<file path="src/rtl/pc_pkg.sv">
// pc_pkg: shared types and constants for the program-counter unit
// PC_COMPRESSED_EN narrows the misalignment mask to bit0 for 16-bit instructions
package pc_pkg;
    typedef enum logic [1:0] {PC_BOOT, PC_RUN, PC_HALT} pc_state_e;
    localparam int STEP_WORD = 4;
    localparam int STEP_HALF = 2;
`ifdef PC_COMPRESSED_EN
    localparam logic [1:0] MISALIGN_MASK = 2'b01;
`else
    localparam logic [1:0] MISALIGN_MASK = 2'b11;
`endif
endpackage

</file>
<file path="src/rtl/pc_next_sel.sv">
// pc_next_sel: prioritised next-PC mux, sequential step and target misalignment check
// PC_COMPRESSED_EN selects a 2-byte step when instr_len2 is set
module pc_next_sel #(
    parameter int XLEN = 32
) (
    input  logic [XLEN-1:0] pc,
    input  logic            instr_len2,
    input  logic            br_taken,
    input  logic [XLEN-1:0] br_target,
    input  logic            trap_req,
    input  logic [XLEN-1:0] trap_vector,
    output logic [XLEN-1:0] next_pc,
    output logic [XLEN-1:0] pc_plus,
    output logic            retire,
    output logic            misalign
);
    import pc_pkg::*;
    logic [XLEN-1:0] trap_base;
`ifdef PC_COMPRESSED_EN
    assign pc_plus = pc + XLEN'(instr_len2 ? STEP_HALF : STEP_WORD);
`else
    logic unused_len2;
    assign unused_len2 = instr_len2;
    assign pc_plus = pc + XLEN'(STEP_WORD);
`endif
    assign trap_base = trap_vector & ~XLEN'(3);
    // a trap outranks the branch, so a bad target is only flagged when no trap is pending
    assign misalign = !trap_req && br_taken && |(br_target[1:0] & MISALIGN_MASK);
    assign retire = !trap_req && !misalign;
    assign next_pc = (trap_req || misalign) ? trap_base : br_taken ? br_target : pc_plus;
endmodule

</file>
<file path="src/rtl/pc_unit.sv">
// pc_unit: program counter with boot/run/halt FSM, stall hold, redirects and retire counter
// PC_COMPRESSED_EN enables 16-bit instruction steps and bit0-only misalignment
module pc_unit #(
    parameter int              XLEN         = 32,
    parameter logic [XLEN-1:0] RESET_VECTOR = '0,
    parameter int              CNT_W        = 64
) (
    input  logic             clk,
    input  logic             rst,
    input  logic             stall,
    input  logic             instr_len2,
    input  logic             br_taken,
    input  logic [XLEN-1:0]  br_target,
    input  logic             trap_req,
    input  logic [XLEN-1:0]  trap_vector,
    input  logic             halt_req,
    input  logic             resume_req,
    output logic [XLEN-1:0]  pc_out,
    output logic [XLEN-1:0]  pc_plus_out,
    output logic             fetch_valid,
    output logic             misaligned_exc,
    output logic [XLEN-1:0]  bad_addr,
    output logic [XLEN-1:0]  epc_out,
    output logic [CNT_W-1:0] instret
);
    import pc_pkg::*;
    pc_state_e       state;
    logic [XLEN-1:0] next_pc;
    logic            retire, misalign, run;

    pc_next_sel #(.XLEN(XLEN)) u_sel (
        .pc          (pc_out),
        .instr_len2  (instr_len2),
        .br_taken    (br_taken),
        .br_target   (br_target),
        .trap_req    (trap_req),
        .trap_vector (trap_vector),
        .next_pc     (next_pc),
        .pc_plus     (pc_plus_out),
        .retire      (retire),
        .misalign    (misalign)
    );

    assign run = state == PC_RUN && !stall;

    always_ff @(posedge clk) begin
        if (rst) begin
            state          <= PC_BOOT;
            pc_out         <= RESET_VECTOR;
            fetch_valid    <= 1'b0;
            misaligned_exc <= 1'b0;
            bad_addr       <= '0;
            epc_out        <= '0;
            instret        <= '0;
        end else begin
            misaligned_exc <= run && misalign;
            if (run) begin
                pc_out <= next_pc;
                if (misalign) bad_addr <= br_target;
                if (!retire) epc_out <= pc_out;
                if (retire) instret <= instret + CNT_W'(1);
                // halt is honoured only when the instruction actually retires
                if (retire && halt_req) begin
                    state       <= PC_HALT;
                    fetch_valid <= 1'b0;
                end
            end
            if (state == PC_BOOT || (state == PC_HALT && resume_req)) begin
                state       <= PC_RUN;
                fetch_valid <= 1'b1;
            end
        end
    end
endmodule

</file>
<file path="config.mk">
export PLATFORM = sky130hd
export DESIGN_NAME = pc_unit
export DESIGN_NICKNAME = d
export VERILOG_FILES = /design/src/rtl/pc_pkg.sv /design/src/rtl/pc_next_sel.sv /design/src/rtl/pc_unit.sv
export SDC_FILE = /design/constraint.sdc
export NUM_CORES = 1
export LEC_CHECK = 0
export ABC_AREA = 1
export ABC_CLOCK_PERIOD_IN_PS = 2100
export CORE_MARGIN = 2
export CORE_UTILIZATION = 48
export DETAILED_ROUTE_END_ITERATION = 8
export PLACE_DENSITY = 0.81
export SLEW_MARGIN = 20
export SYNTH_ARGS = -nofsm -noshare
export SYNTH_HDL_FRONTEND = slang
export SYNTH_SLANG_ARGS = --single-unit
</file>
<file path="constraint.sdc">
create_clock -name clk -period 2.1 [get_ports clk]
set_input_delay 0.42 -clock clk [delete_from_list [all_inputs] [get_ports clk]]
set_output_delay 0.42 -clock clk [all_outputs]
set_load 0.01 [all_outputs]
</file>
==> flow_metrics.tcl, run 1 <==
set metrics [dict create \
    status "finished with violations" \
    violations "negative setup slack" \
    cpPeakStageDelay_ns 0.37 \
    intPower_uw 5338 \
    syn2layout_area_growth_pct 58.58 \
    grt_usage_pct 35.19 \
    path_class "register to output port" \
    power_frac_comb_pct 15.2 \
    detailed_place_hpwl_mm 25.71 \
    netlist_area_mm2 0.008730 \
    finalCriticalPeriod_ns 2.405 \
    core_mm2 0.01790 \
    wl_per_cell_um 18.22 \
    synth_cell_types 40 \
    rr_startpoint "pc_out[2]$_SDFFE_PP0N_" \
    place_area_mm2 0.01260 \
    fin_ws_ns -0.3048 \
    viasPerCell 5.501 \
    synth_area_per_cell_um2 6.317 \
    post-route-drc-count 0 \
    worst_setup_path_end_kind "output port" \
    cp.arrival_ns 1.98 \
    drt_iter0_drc 914 \
    final_cells 2035 \
    synth_ff_type "dfxtp_1" \
    placedCellCount 1971 \
    hold_end "instret[62]$_SDFFE_PP0P_" \
    cap_violations 0 \
    die_h_um 138.9 \
    dieArea_mm2 0.01928 \
    pre_cts_slack_ns -0.2611 \
    critPathSlowestCell "dfxtp_4" \
    port-buffer-count 262 \
    p_sw_share_pct 27.64 \
    hold_depth 4 \
    dr.pass1.iters 5 \
    setup_violations 28 \
    ios 266 \
    clockBufferDepth 2 \
    finalClockSkew_ns 0.01576 \
    crit_required_ns 1.68 \
    pwr-share-clk_pct 40.7 \
    rsz0062_at_grt "yes" \
    rrSetupSlack_ns -0.18 \
    fillers 1313 \
    seq_area_frac_synth_pct 37.38 \
    crit_path_cell_trace "ha_4, nand2_4, nor2_4, nand2_2, nor2_4, xor2_2, inv_1, buf_2" \
    async_flop_share_pct 0 \
    hold_viol 0 \
    clkTransAtPathRegs_ns 0.07 \
    grt-ovfl-total 0 \
    rows 49 \
    clock-sinks 163 \
    grt_pass1_wl_mm 54.25 \
    syn-num-nets 1456 \
    drt-total-wl_mm 37.09 \
    r2r_end "pc_out[22]$_SDFFE_PP0N_" \
    start_kind "register" \
    via_count 11200 \
    routabilityCongestion 0.9318 \
    grt_pass1_vias 10320 \
    die_w_um 138.9 \
    synth_cells 1382 \
    maxSlewViolCount 0 \
    grt_max_degree 95 \
    clock_latency_ns 0.44 \
    fin_area_mm2 0.01384 \
    h-tree-depth 4 \
    initial_core_util_pct 48.76 \
    p_leak_uw 0.005569 \
    synth_edf_count 0 \
    fin_crit_sh_pct 114.5 \
    crit_top_cell "nor2_4" \
    maxSlewHeadroom_pct 71.80 \
    yosysWarnings 0 \
    drive_gt1_share_pct 20.65 \
    hold_buffers 0 \
    num_antenna_cells 0 \
    ant_nets 0 \
    rr_worst_depth 18 \
    cp_max_fo 5 \
    nets 1867 \
    hold_path_class "primary input to register" \
    min-delay-start "rst" \
    cts_tree "done" \
    ir_drop_uv 533.2 \
    power_density_mw_per_mm2 532.9 \
    ys_seq_elements 163 \
    antenna_found_initial 1 \
    numCtsBuffers 17 \
    fmax_mhz 415.8 \
    power_frac_seq_pct 44.1 \
    switchingPower_uw 2039 \
    worst_slew_pin_slew_ns 0.4230 \
    root_buffer "clkbuf_16" \
]
-- worst max path at each step --
stage	startpoint	to	slack, ns	cells past startpoint
6_report	pc_out[2]$_SDFFE_PP0N_	pc_plus_out[16]	-0.30	8
5_1_grt	pc_out[2]$_SDFFE_PP0N_	pc_plus_out[26]	-0.36	10
4_1_cts	pc_out[3]$_SDFFE_PP0N_	pc_plus_out[30]	-0.26	10
3_5_place_dp	pc_out[2]$_SDFFE_PP0N_	pc_plus_out[14]	-0.26	7
3_3_place_gp	pc_out[2]$_SDFFE_PP0N_	pc_plus_out[14]	-0.24	7
2_1_floorplan	pc_out[3]$_SDFFE_PP0N_	pc_plus_out[18]	0.30	7
-- power groups by stage --
stage                     clock (uW)  combinational (uW)  sequential [uW]
after floorplan                    0                 341             3350
after global placement             0                1020             3310
after detailed placement           0                1020             3310
after CTS                       3000                1040             3250
after global routing            3140                1180             3260
final                           3000                1120             3250
-- worst max-delay path, delay by kind of cell, from the launching register on --
kind | cells | cell delay, ns
xor+xnor | 1 | 0.17
simple gates | 4 | 0.64
buf+inv | 2 | 0.21
flops | 1 | 0.37
fa+ha+maj | 1 | 0.15
-- cell usage after synthesis, types with 8 or more instances --
cell | instances | area (um^2)
a21oi_1 | 92 | 460.4
a31oi_1 | 8 | 50.05
buf_2 | 9 | 45.04
clkbuf_1 | 30 | 112.6
dfxtp_1 | 163 | 3263
inv_1 | 146 | 548.0
nand2_1 | 317 | 1190
nand3_1 | 58 | 290.3
nand4_1 | 31 | 193.9
nor2_1 | 293 | 1100
nor2_2 | 21 | 131.4
nor3_1 | 17 | 85.08
nor3b_1 | 10 | 75.07
o21ai_0 | 102 | 510.5
o21ai_1 | 15 | 75.07
xor2_1 | 16 | 140.1
-- metrics by stage --
step	power (uW)	hold slack [ns]	utilization, %	TNS (ns)
floorplan	3695	0.4954	-	0
global placement	4325	0.4637	70.38	-8.666
detailed placement	4334	0.4730	70.38	-10.57
CTS	7284	0.3234	75.01	-4.631
global route	7583	0.3521	77.33	-6.907
finish	7378	0.3239	77.33	-5.502
-- placed cells by master, fill, tap and decap left out, types with 2 or more instances in the layout --
cell type,n
o21ai_2,2
dfxtp_4,3
buf_6,33
o21bai_1,3
nor3b_1,10
o21ai_1,15
or2_2,2
xor2_2,8
nand2_4,8
inv_2,6
nor2_4,18
inv_6,5
o21ai_0,100
nand3_1,51
nand4_2,3
clkbuf_8,2
and2_1,2
xor2_1,5
nor2_1,280
nand2_1,281
o211ai_1,2
dfxtp_2,11
clkinv_4,3
nand4_1,31
nor3_1,17
clkinvlp_4,3
nand2_2,32
buf_2,13
a21oi_1,92
nor2_2,23
buf_12,8
clkbuf_16,17
inv_1,145
buf_4,153
clkdlybuf4s50_1,233
xor2_4,3
nand3_2,10
dfxtp_1,149
a31oi_1,8
-- kinds of logic after synthesis --
group           count (synthesis)  synth area share (%)
fa+ha+maj                       2                0.2866
mux                             1                0.1147
simple gates                  773                 37.97
compound gates                225                 13.29
buf+inv                       201                 9.259
flops                         163                 37.38
xor+xnor                       17                 1.706
-- cell type report --
type | count | area (um^2) | area share (%)
Inverter | 152 | 573.1 | 4.140
Multi-Input combinational cell | 1018 | 5055 | 36.51
Clock inverter | 12 | 97.59 | 0.7050
Timing Repair Buffer | 441 | 4086 | 29.52
Clock buffer | 20 | 456.7 | 3.299
Sequential cell | 163 | 3288 | 23.75
Tap cell | 229 | 286.5 | 2.070
-- sequential cells by signal (all words and copies together) (netlist names) --
register        flops
instret            64
state               2
bad_addr           32
epc_out            32
misaligned_exc      1
pc_out             32
-- metal layers --
metal,routed length [um],up-vias,track usage (%)
met5,12,-,0
met4,1928,2,13.66
met3,3509,177,7.700
met2,17810,670,61.55
met1,13830,5115,42.23
li1,-,5231,-
-- repair_timing --
| action | in CTS | in global routing |
|---|---|---|
| pin swaps | 31 | 36 |
| buffers inserted | 24 | 13 |
| resized for setup | 173 | 92 |
| setup endpoints to repair | 28 | 29 |
No activity file was read; power rests on OpenSTA's default activity.
==> run 2: changes to the inputs <==
--- a/config.mk
+++ b/config.mk
@@ -10,6 +10,7 @@
 export CORE_MARGIN = 2
 export CORE_UTILIZATION = 48
 export DETAILED_ROUTE_END_ITERATION = 8
+export GPL_TIMING_DRIVEN = 0
 export PLACE_DENSITY = 0.81
 export SLEW_MARGIN = 20
 export SYNTH_ARGS = -nofsm -noshare
==> flow_metrics.tcl, run 2 (synthesis gave the netlist of run 1 again) <==
set metrics [dict create \
    fillers 1400 \
    clockBufferDepth 2 \
    power_uw 7654 \
    antenna_found_initial 1 \
    violations "negative setup slack" \
    post-route-drc-count 0 \
    worst_slew_pin_slew_ns 0.8097 \
    status "finished with violations" \
    regArea_mm2 0.003319 \
    root_buffer "clkbuf_16" \
    clkTransAtPathRegs_ns 0.07 \
    intPower_uw 5467 \
    drive_gt1_share_pct 15.49 \
    rows 49 \
    setup_violations 34 \
    power_density_mw_per_mm2 580.0 \
    grt-ovfl-total 0 \
    rr_worst_depth 17 \
    die_w_um 138.9 \
    cp.arrival_ns 2.20 \
    ant_nets 0 \
    hold_buffers 0 \
    power_frac_seq_pct 42.8 \
    clock-sinks 163 \
    fin_area_mm2 0.01320 \
    path_class "register to output port" \
    grt_pass1_wl_mm 57.64 \
    grt_max_degree 17 \
    numCtsBuffers 17 \
    via_count 11430 \
    hold_viol 0 \
    dr.pass1.iters 7 \
    core_mm2 0.01790 \
    cts_tree "done" \
    p_leak_uw 0.005095 \
    worst_setup_path_end_kind "output port" \
    crit_required_ns 1.68 \
    cp_max_fo 5 \
    multiInputGateArea_mm2 0.005067 \
    pwr-share-clk_pct 43.2 \
    detailed_place_hpwl_mm 27.28 \
    syn2layout_area_growth_pct 51.17 \
    clock_latency_ns 0.45 \
    fin_ws_ns -0.5184 \
    power_frac_comb_pct 14.0 \
    hold_depth 2 \
    grt_usage_pct 37.97 \
    maxSlewViolCount 0 \
    largest_reg_flops 64 \
    maxSlewHeadroom_pct 46.02 \
    port-buffer-count 262 \
    setup_tns_ns -7.667 \
    die_h_um 138.9 \
    p_sw_share_pct 28.58 \
    top_register "instret" \
    cap_violations 0 \
    rsz0062_at_grt "yes" \
    fmax_mhz 381.9 \
    routabilityCongestion 1.015 \
    drt_iter0_drc 1566 \
    finalCriticalPeriod_ns 2.618 \
    ir_drop_uv 507.9 \
    switchingPower_uw 2187 \
    dieArea_mm2 0.01928 \
    fin_crit_sh_pct 124.7 \
    drt-total-wl_mm 39.84 \
    h-tree-depth 4 \
    place_area_mm2 0.01164 \
    viasPerCell 5.813 \
    grt_pass1_vias 10660 \
    final_cell_mix "nand2_1 (293), nor2_1 (279), clkdlybuf4s50_1 (234)" \
    start_kind "register" \
    hold_path_class "register to register" \
    wl_per_cell_um 20.25 \
    ios 266 \
    final_common_cell "nand2_1" \
    initial_core_util_pct 48.76 \
    finalClockSkew_ns 0.01770 \
    nets 1798 \
]
==> run 2: cell count changes in the layout (fill, tap and decap cells not counted), sizes merged <==
cell | previous run | this run
bufinv | 0 | 2
clkdlybuf4s50 | 233 | 234
clkdlybuf4s15 | 0 | 3
diode | 0 | 1
clkbuf | 20 | 49
inv | 157 | 158
clkinvlp | 3 | 2
buf | 207 | 103
==> run 2: worst max-delay path: stages, from the launching register on <==
cell and delay [ns]:
dfxtp_2 0.41, nand2_2 0.12, nor2_1 0.36, nand2_2 0.15
nor2_4 0.20, nand2_1 0.10, nand2_1 0.14, nand2_2 0.12
buf_2 0.16
==> run 2: worst paths after layout <==
path                                start  slack [ns]                      end
hold reg to reg   epc_out[4]$_SDFFE_PP0P_        0.49  epc_out[4]$_SDFFE_PP0P_
hold / removal    epc_out[4]$_SDFFE_PP0P_        0.49  epc_out[4]$_SDFFE_PP0P_
setup / recovery   pc_out[7]$_SDFFE_PP0N_       -0.52          pc_plus_out[31]
setup reg to reg  pc_out[11]$_SDFFE_PP0N_       -0.37  pc_out[26]$_SDFFE_PP0N_
==> run 2: power groups by stage <==
stage	sequential, uW	combinational [uW]	clock, uW
floorplan	3350	341	0
global placement	3340	912	0
detailed placement	3330	920	0
CTS	3270	994	3240
global route	3280	1120	3410
finish	3280	1070	3300
==> run 2: metal layers <==
| layer | vias to the layer above | global-route usage, % | part of all wire (%) | wire length (um) |
|---|---|---|---|---|
| met4 | 0 | 20.79 | 7.7 | 3049 |
| met5 | - | 0 | 0 | 0 |
| li1 | 5089 | - | - | - |
| met1 | 5153 | 45.29 | 35 | 14090 |
| met2 | 918 | 63.55 | 45 | 17880 |
| met3 | 274 | 8.598 | 12 | 4822 |
==> run 2: cell type report <==
type                    count  share of cell area, %
multi-input cells        1018                  38.40
inverters                 152                  4.342
clock buffers              18                  3.252
flip-flops and latches    163                  25.15
repair buffers            323                  23.52
plain buffers              49                  1.839
clock inverters            14                  1.299
well taps                 229                  2.171
diodes                      1                0.01896
==> run 2: stage by stage <==
| stage | utilization [%] | hold WS (ns) | setup slack, ns | instances |
|---|---|---|---|---|
| after floorplan | - | 0.4954 | 0.3032 | 1382 |
| after global placement | 65.01 | 0.4633 | -0.4634 | 1873 |
| after detailed placement | 65.01 | 0.4726 | -0.4676 | 1873 |
| after CTS | 72.30 | 0.4881 | -0.2885 | 1964 |
| after global routing | 73.71 | 0.5340 | -0.5115 | 1967 |
| final | 73.71 | 0.4881 | -0.5184 | 1967 |
==> run 2: repair_timing <==
item                       CTS  global route
resized for setup          206            65
buffers inserted            59            14
pin swaps                   27            17
setup endpoints to repair   28            65
